==> src/rtl/pipelined_lookahead_addsub.sv <==
// Pipelined carry-lookahead adder/subtractor with a valid/ready handshake.
// Each segment resolves SEG result bits per stage and registers its carry for the next segment.
module pipelined_lookahead_addsub #(
  parameter int unsigned WIDTH  = 32,
  parameter int unsigned STAGES = 4
) (
  input  logic             clk,
  input  logic             rstN,
  input  logic             inValid,
  output logic             inReady,
  input  logic [WIDTH-1:0] a,
  input  logic [WIDTH-1:0] b,
  input  logic             cin,
  input  logic             addSub,
  input  logic             flush,
  output logic             outValid,
  input  logic             outReady,
  output logic [WIDTH-1:0] out,
  output logic             cout,
  output logic             overflow,
  output logic             zero
);

  localparam int unsigned SEG  = WIDTH / STAGES;
  localparam int unsigned LAST = STAGES - 1;

  // Returns carries c[0..SEG]; every c[i+1] is a flat generate/propagate sum of products.
  function automatic logic [SEG:0] lookahead(input logic [SEG-1:0] x,
                                             input logic [SEG-1:0] y,
                                             input logic           c0);
    logic [SEG-1:0] g;
    logic [SEG-1:0] p;
    logic [SEG:0]   c;
    logic           acc;
    logic           pp;
    g    = x & y;
    p    = x ^ y;
    c    = '0;
    c[0] = c0;
    for (int i = 0; i < SEG; i++) begin
      acc = g[i];
      pp  = p[i];
      for (int j = i - 1; j >= 0; j--) begin
        acc = acc | (pp & g[j]);
        pp  = pp & p[j];
      end
      c[i+1] = acc | (pp & c0);
    end
    return c;
  endfunction

  // Element k of each array is the register at the output of stage k.
  logic [WIDTH-1:0] a_q  [STAGES];
  logic [WIDTH-1:0] b_q  [STAGES];
  logic [WIDTH-1:0] r_q  [STAGES];
  logic             c_q  [STAGES];
  logic             s_q  [STAGES];
  logic             v_q  [STAGES];
  logic [WIDTH-1:0] r_d  [STAGES];
  logic             cm_d [STAGES];
  logic             cm_q;
  logic             zero_q;
  logic             advance;

  assign advance = ~v_q[LAST] | outReady;
  assign inReady = advance & ~flush;

  for (genvar k = 0; k < STAGES; k++) begin : g_stage
    logic [WIDTH-1:0] a_in;
    logic [WIDTH-1:0] b_in;
    logic [WIDTH-1:0] r_in;
    logic             c_in;
    logic             s_in;
    logic             v_in;
    logic [SEG-1:0]   a_seg;
    logic [SEG-1:0]   b_seg;
    logic [SEG-1:0]   seg_sum;
    logic [SEG:0]     cc;

    if (k == 0) begin : g_head
      // Subtract runs as a + ~b + ~borrow_in; the inverted b rides along the skew registers.
      assign a_in = a;
      assign b_in = addSub ? ~b : b;
      assign c_in = cin ^ addSub;
      assign s_in = addSub;
      assign r_in = '0;
      assign v_in = inValid;
    end else begin : g_body
      assign a_in = a_q[k-1];
      assign b_in = b_q[k-1];
      assign c_in = c_q[k-1];
      assign s_in = s_q[k-1];
      assign r_in = r_q[k-1];
      assign v_in = v_q[k-1];
    end

    assign a_seg   = a_in[k*SEG +: SEG];
    assign b_seg   = b_in[k*SEG +: SEG];
    assign cc      = lookahead(a_seg, b_seg, c_in);
    assign seg_sum = a_seg ^ b_seg ^ cc[SEG-1:0];
    assign r_d[k]  = r_in | (WIDTH'(seg_sum) << (k * SEG));
    assign cm_d[k] = cc[SEG-1];

    always_ff @(posedge clk or negedge rstN) begin
      if (!rstN) begin
        a_q[k] <= '0;
        b_q[k] <= '0;
        r_q[k] <= '0;
        c_q[k] <= 1'b0;
        s_q[k] <= 1'b0;
        v_q[k] <= 1'b0;
      end else begin
        if (flush) begin
          v_q[k] <= 1'b0;
        end else if (advance) begin
          v_q[k] <= v_in;
        end
        if (advance) begin
          a_q[k] <= a_in;
          b_q[k] <= b_in;
          r_q[k] <= r_d[k];
          c_q[k] <= cc[SEG];
          s_q[k] <= s_in;
        end
      end
    end
  end

  always_ff @(posedge clk or negedge rstN) begin
    if (!rstN) begin
      cm_q   <= 1'b0;
      zero_q <= 1'b0;
    end else if (advance) begin
      cm_q   <= cm_d[LAST];
      zero_q <= ~|r_d[LAST];
    end
  end

  assign outValid = v_q[LAST];
  assign out      = r_q[LAST];
  assign cout     = c_q[LAST] ^ s_q[LAST];
  assign overflow = cm_q ^ c_q[LAST];
  assign zero     = zero_q;

endmodule

==> config.mk <==
export PLATFORM = sky130hd
export DESIGN_NAME = pipelined_lookahead_addsub
export DESIGN_NICKNAME = d
export VERILOG_FILES = /design/src/rtl/pipelined_lookahead_addsub.sv
export SDC_FILE = /design/constraint.sdc
export NUM_CORES = 1
export LEC_CHECK = 0
export CAP_MARGIN = 5
export CORE_MARGIN = 8
export CORE_UTILIZATION = 41
export CTS_BUF_LIST = sky130_fd_sc_hd__clkbuf_8 sky130_fd_sc_hd__clkbuf_16
export CTS_CLUSTER_SIZE = 14
export DETAILED_ROUTE_END_ITERATION = 12
export HOLD_SLACK_MARGIN = 0.03
export PLACE_DENSITY = 0.71
export SLEW_MARGIN = 10
export SYNTH_ARGS = -nofsm -noshare
export SYNTH_HDL_FRONTEND = slang
export SYNTH_SLANG_ARGS = --single-unit
export TNS_END_PERCENT = 100
==> constraint.sdc <==
create_clock -name clk -period 2.7 [get_ports clk]
set_input_delay 0.54 -clock clk [delete_from_list [all_inputs] [get_ports clk]]
set_output_delay 0.54 -clock clk [all_outputs]
set_load 0.01 [all_outputs]
# [After elaboration in Yosys (flattened, before gate mapping)]
# Cells that the tools add are included.
[word_totals] regBits=310 inputBits=71 output_inout_bits=37 wordCells=459
[op_classes] n_mux=9 bitwise_logic=423 n_reduce_logical=3
[ops] op="$and A1 B1 Y1" count=257
[ops] op="$or A1 B1 Y1" count=145
[ops] op="$xor A8 B8 Y8" count=8
[ops] op="$and A8 B8 Y8" count=4
[ops] op="$mux W32" count=1
[ops] op="$not A32 Y32" count=1
[ops] op="$or A32 B24 Y32" count=1
[ops] op="$or A32 B32 Y32" count=1
[ops] op="$reduce_or A32 Y1" count=1
[ops] op="$or A8 B16 Y16" count=1
[ops] op="$mux W1" count=8
[ops] op="$xor A1 B1 Y1" count=3
[ops] op="$not A1 Y1" count=2
[ops] op="$reduce_bool A2 Y1" count=1
[ops] op="$logic_not A1 Y1" count=1

# [Depth between registers and ports, before layout]
[logic_depth] ltp_word=13 mapped_depth=9 mapped_depth_nobuf=7

# [Worst setup path after synthesis]
# Ideal clock, no wire load.
[synth_path] path_kind="input -> register" startpoint="input port addSub" endpoint="register r_q (netlist bit g_stage[1].r_in[5])" setup_ns=0.135 arrival_time_ns=2.592 required_time_ns=2.565 path_slack_ns=-0.026 stages=9 path_buffers=2 cell_sequence="buf_6 clkbuf_1 xor2_1 ha_1 o21a_1 o21ai_0 o21bai_2 a2111oi_2 a211oi_1"
[synth_via] elab_chain_cells=9 word_cells_on_any_way=19 cone_classes="mux: 1; bitwise: 18"
[synth_lines] element="start, declared" line_no="14" rtl="input logic addSub,"
[synth_lines] element="$mux W32" line_no="83" rtl="assign b_in = addSub ? ~b : b;"
[synth_lines] element="$xor A8 B8 Y8 / $and A8 B8 Y8 (equally long branches)" line_no="37, 100, 36"
[synth_lines] element="$and A1 B1 Y1 (on tied branches)" line_no="44, 45"
[synth_lines] element="$or A1 B1 Y1 (tied with other cells) (3 in a row)" line_no="44" rtl="acc = acc | (pp & g[j]);"
[synth_lines] element="$or A1 B1 Y1 / $and A1 B1 Y1 (equally long branches)" line_no="44, 47"
[synth_lines] element="$or A1 B1 Y1" line_no="47" rtl="c[i+1] = acc | (pp & c0);"
[synth_lines] element="$xor A8 B8 Y8 *" line_no="100" rtl="assign seg_sum = a_seg ^ b_seg ^ cc[SEG-1:0];"
[synth_lines] element="end signal, assigned by index" line_no="121" rtl="r_q[k] <= r_d[k];"
[synth_lines] element="end, declared" line_no="55" rtl="logic [WIDTH-1:0] r_q [STAGES];"
# Mark *: on every way between the ends. The rest lies on a longest branch, timed or not.
# A chain may end at the register's enable or synchronous reset.

# [Final worst setup path]
[layout_path] startpoint="input port outReady" endpoint="output port inReady"
[layout_via] elab_chain_cells=2
[layout_lines] element="start, declared" line_no="17" rtl="input logic outReady,"
[layout_lines] element="$or A1 B1 Y1" line_no="65" rtl="assign advance = ~v_q[LAST] | outReady;"
[layout_lines] element="$and A1 B1 Y1" line_no="66" rtl="assign inReady = advance & ~flush;"
[layout_lines] element="end, declared" line_no="10" rtl="output logic inReady,"
# No other way between the ends.

==> results.md <==
- Area of the multi-input gates: around 3700 sq um
- Detailed-route via count: roughly 6,400
- Crit-path cells: clkdlybuf4s50_1, nor2b_4, nor2_1, clkdlybuf4s50_1
- Top cell type's share of synthesized area: 0.545
- Post-Syn Area: a little under 9000 sq um
- Area after DPL: between 10,000 and 15,000 sq um
- Cts hold-fix bufs: 0
- Reg area: approximately 4800 sq um
- Smallest hold slack: 0.128 ns
- Switching share of power: 0.308
- Area growth, synth to finish: 22.9%
- CP Data Arrival Time: around 1.9 ns
- Vias in the first global route: between 6,000 and 7,000
- Leakage: 5.01 nW
- GRT Max-Usage Layer: met2
- Crit Path Max Fanout: 2
- Ys async rst share: 1.00
- CTS tree: yes
- Grt ovf: 0
- Clock sinks: 190
- Initial antenna violation count: 0
- PostCTS Resize Cnt: 0
- Post-Synthesis Cells: 956
- # fillers: ~2,000
- Register bit total from synthesis: 190
- Grt met2 use: 0.221
- Status: complete, no violations
- DRT iter0 DRCs: approximately 330
- Measured slew at the worst slew-check pin: approximately 0.67 ns
- Final Hold Fails: 0
- Gr usage total: 0.146
- Worst Setup End Kind: output pin
- Syn_nets: roughly 1,100
- CP startpoint kind: input port
- Final worst path period need: about 2.5 ns
- Worst VDD drop: around 0.44 mV
- Hold crit path type: in2async
- Wire per inst: 13.7 um
- Yosys cell types: 52
- Total CTS buffers: 17
- Final Cycle Share: 0.909
- Reg power frac: 0.465
- Initial core utilization: 0.416
- Syn avg cell area: 9.12 sq um
- RSZ-0062 raised after global routing: false
- Comb pwr share: 0.223
- Slew Viols, Final: 0
- Worst Path Required: between 2 and 2.5 ns
- WS Path Type: in2out
- Pint: roughly 5.6 mW
- Total Wirelength: 18.3 mm
- Post-synth EDFFs: 0
- Max frequency: approximately 0.4 GHz
- Final worst slack: roughly 0.25 ns
- Die area: between 20,000 and 30,000 sq um
- Chip Width: roughly 160 um
- Psw: between 2 and 2.5 mW
- Placed wire-length estimate: 12.9 mm
- Largest net degree at the start of global routing: 136
- GR Util met1: 0.205
- Clk Latency, worst-skew pair: about 0.44 ns
- Antenna fix cells: 0
- Core area: 21,000 sq um
- Slowest CP cell: clkdlybuf4s50_1
- Top cells by area, synth: dfrtp_1 55%, nand2_1 18%, ha_1 4.6%, xnor2_1 3.2%, o21ai_0 2.3%
- RD Place Congestion: 0.813
- Die Span Y: approximately 160 um
- Max Cap Violations: 0
- Met3 Use GR: 0.0324
- IO Pins: roughly 110
- CTS max path bufs: 2
- Sequential fraction of the synthesis area: 0.545
- Layout cell share with drive strength beyond 1: 0.0557
- Cell taking the most area after synthesis: dfrtp_1
- Final Util: 0.512
- Port Buffers: 107
- Clock Power Share: 0.312
- DRC: 0
- # rows: 53
- Top FF cell, synth: dfrtp_1
- Total setup buffers inserted after CTS: 0
- Clock Skew: 0.00960 ns
- H-tree depth: 4
- 1st-pass router iterations: 5
- DR vias/cell: 4.80
- Clock Pin Slew Worst Setup and Hold Paths: 0.08 ns
- Worst slack at placement: -0.000972 ns
- Design area: 10,700 sq um
- Nets: roughly 1,200
- First-pass GRT wire length: 31.3 mm
- Antenna Nets Post-Route: 0
- Final setup viols: 0
- Placed Cells: around 1,300
- Power density over the cells: between 700 and 800 nW/um^2
- Slowest stage delay, CP: roughly 0.6 ns
- Clock Tree Root: clkbuf_16
- Max_slew headroom: 0.552
- Non-Filler Instances: between 1,000 and 1,500
- Synthesis Warnings: 0
- CP dominant cell by count: clkdlybuf4s50_1
## through the flow
stage / TNS (ns) / total power [mW]
5_1_grt: 0 / 8.54
4_1_cts: 0 / 8.17
3_5_place_dp: -0.000972 / 5.62
3_3_place_gp: 0 / 5.57
2_1_floorplan: 0 / 4.73
6_report: 0 / 8.06
## cells by family after synthesis
group | share of synthesized area
AND/OR/NAND/NOR | 0.221
flip-flops | 0.545
AO/OA/AOI/OAI | 0.0944
buffers and inverters | 0.0303
XOR/XNOR | 0.0521
adder cells (fa/ha/maj) | 0.0551
multiplexers | 0.00258
## layout make-up
type,instances,area share
clock inverter,15,0.0173
timing repair buffer,118,0.114
tap,275,0.0321
inverter,18,0.00630
multi-input combinational,701,0.347
sequential,190,0.443
clock buffer,17,0.0397
## flip-flops by register name, indices dropped and copies added (netlist names)
signal        flops
g_stage.s_in      3
zero              1
g_stage.c_in      3
g_stage.r_in     48
g_stage.a_in     48
g_stage.v_in      3
out              32
c_q               1
g_stage.b_in     48
s_q               1
outValid          1
cm_q              1
## cells in the mapped netlist (3+ instances only)
cell type	number
fa_1	4
nor3_1	11
buf_2	10
a211oi_1	5
a21o_1	9
nand2_1	415
a21oi_1	31
o211ai_1	4
inv_1	18
o21ai_0	40
dfrtp_1	190
and3_1	6
nand3_1	7
nor2_1	30
a2111oi_2	3
o31ai_1	9
xnor2_1	32
ha_1	32
nor4_1	4
xor2_1	18
or3_1	3
clkbuf_1	35
o21a_1	3
## placed cells by master (no fill, tap or decap), types with 17 or more instances in the layout
cell	netlist	layout
xnor2_1	32	32
inv_1	18	18
nand2_1	415	415
clkdlybuf4s50_1	0	105
clkbuf_16	0	17
xor2_1	18	18
o21ai_0	40	40
a21oi_1	31	31
dfrtp_1	190	190
ha_1	32	32
nor2_1	30	30
## power by group through the flow
stage	Sequential, mW	Combinational [mW]	Clock (mW)
floorplan	3.80	0.938	0
global placement	3.79	1.78	0
detailed placement	3.81	1.81	0
CTS	3.75	1.83	2.59
global route	3.83	2.00	2.71
finish	3.75	1.79	2.52
## critical path, delay by kind of cell
| kind | cells | cell delay (ns) |
|---|---|---|
| buf+inv | 2 | 1.13 |
| simple gates | 2 | 0.24 |
## final timing paths
kind                       slack (ns)  cells past startpoint                 from             endpoint
max                              0.25                      4             outReady              inReady
min                              0.13                      1                 rstN  g_stage[1].a_in[11]
max reg2reg                      0.44                      6  g_stage[2].a_in[16]      g_stage[3].c_in
min reg2reg                      0.47                      2               out[3]               out[3]
max in group asynchronous        1.88                      2                 rstN  g_stage[2].b_in[26]
min in group clk                 0.47                      2               out[3]               out[3]
## layer usage
metal,vias to the layer above,share of wire,routed length (um)
met3,20,0.036,657
met5,-,0,0
met4,0,0.015,282
li1,3294,-,-
met1,3001,0.50,9210
met2,92,0.45,8150
Power figures use the tool's default switching activity.
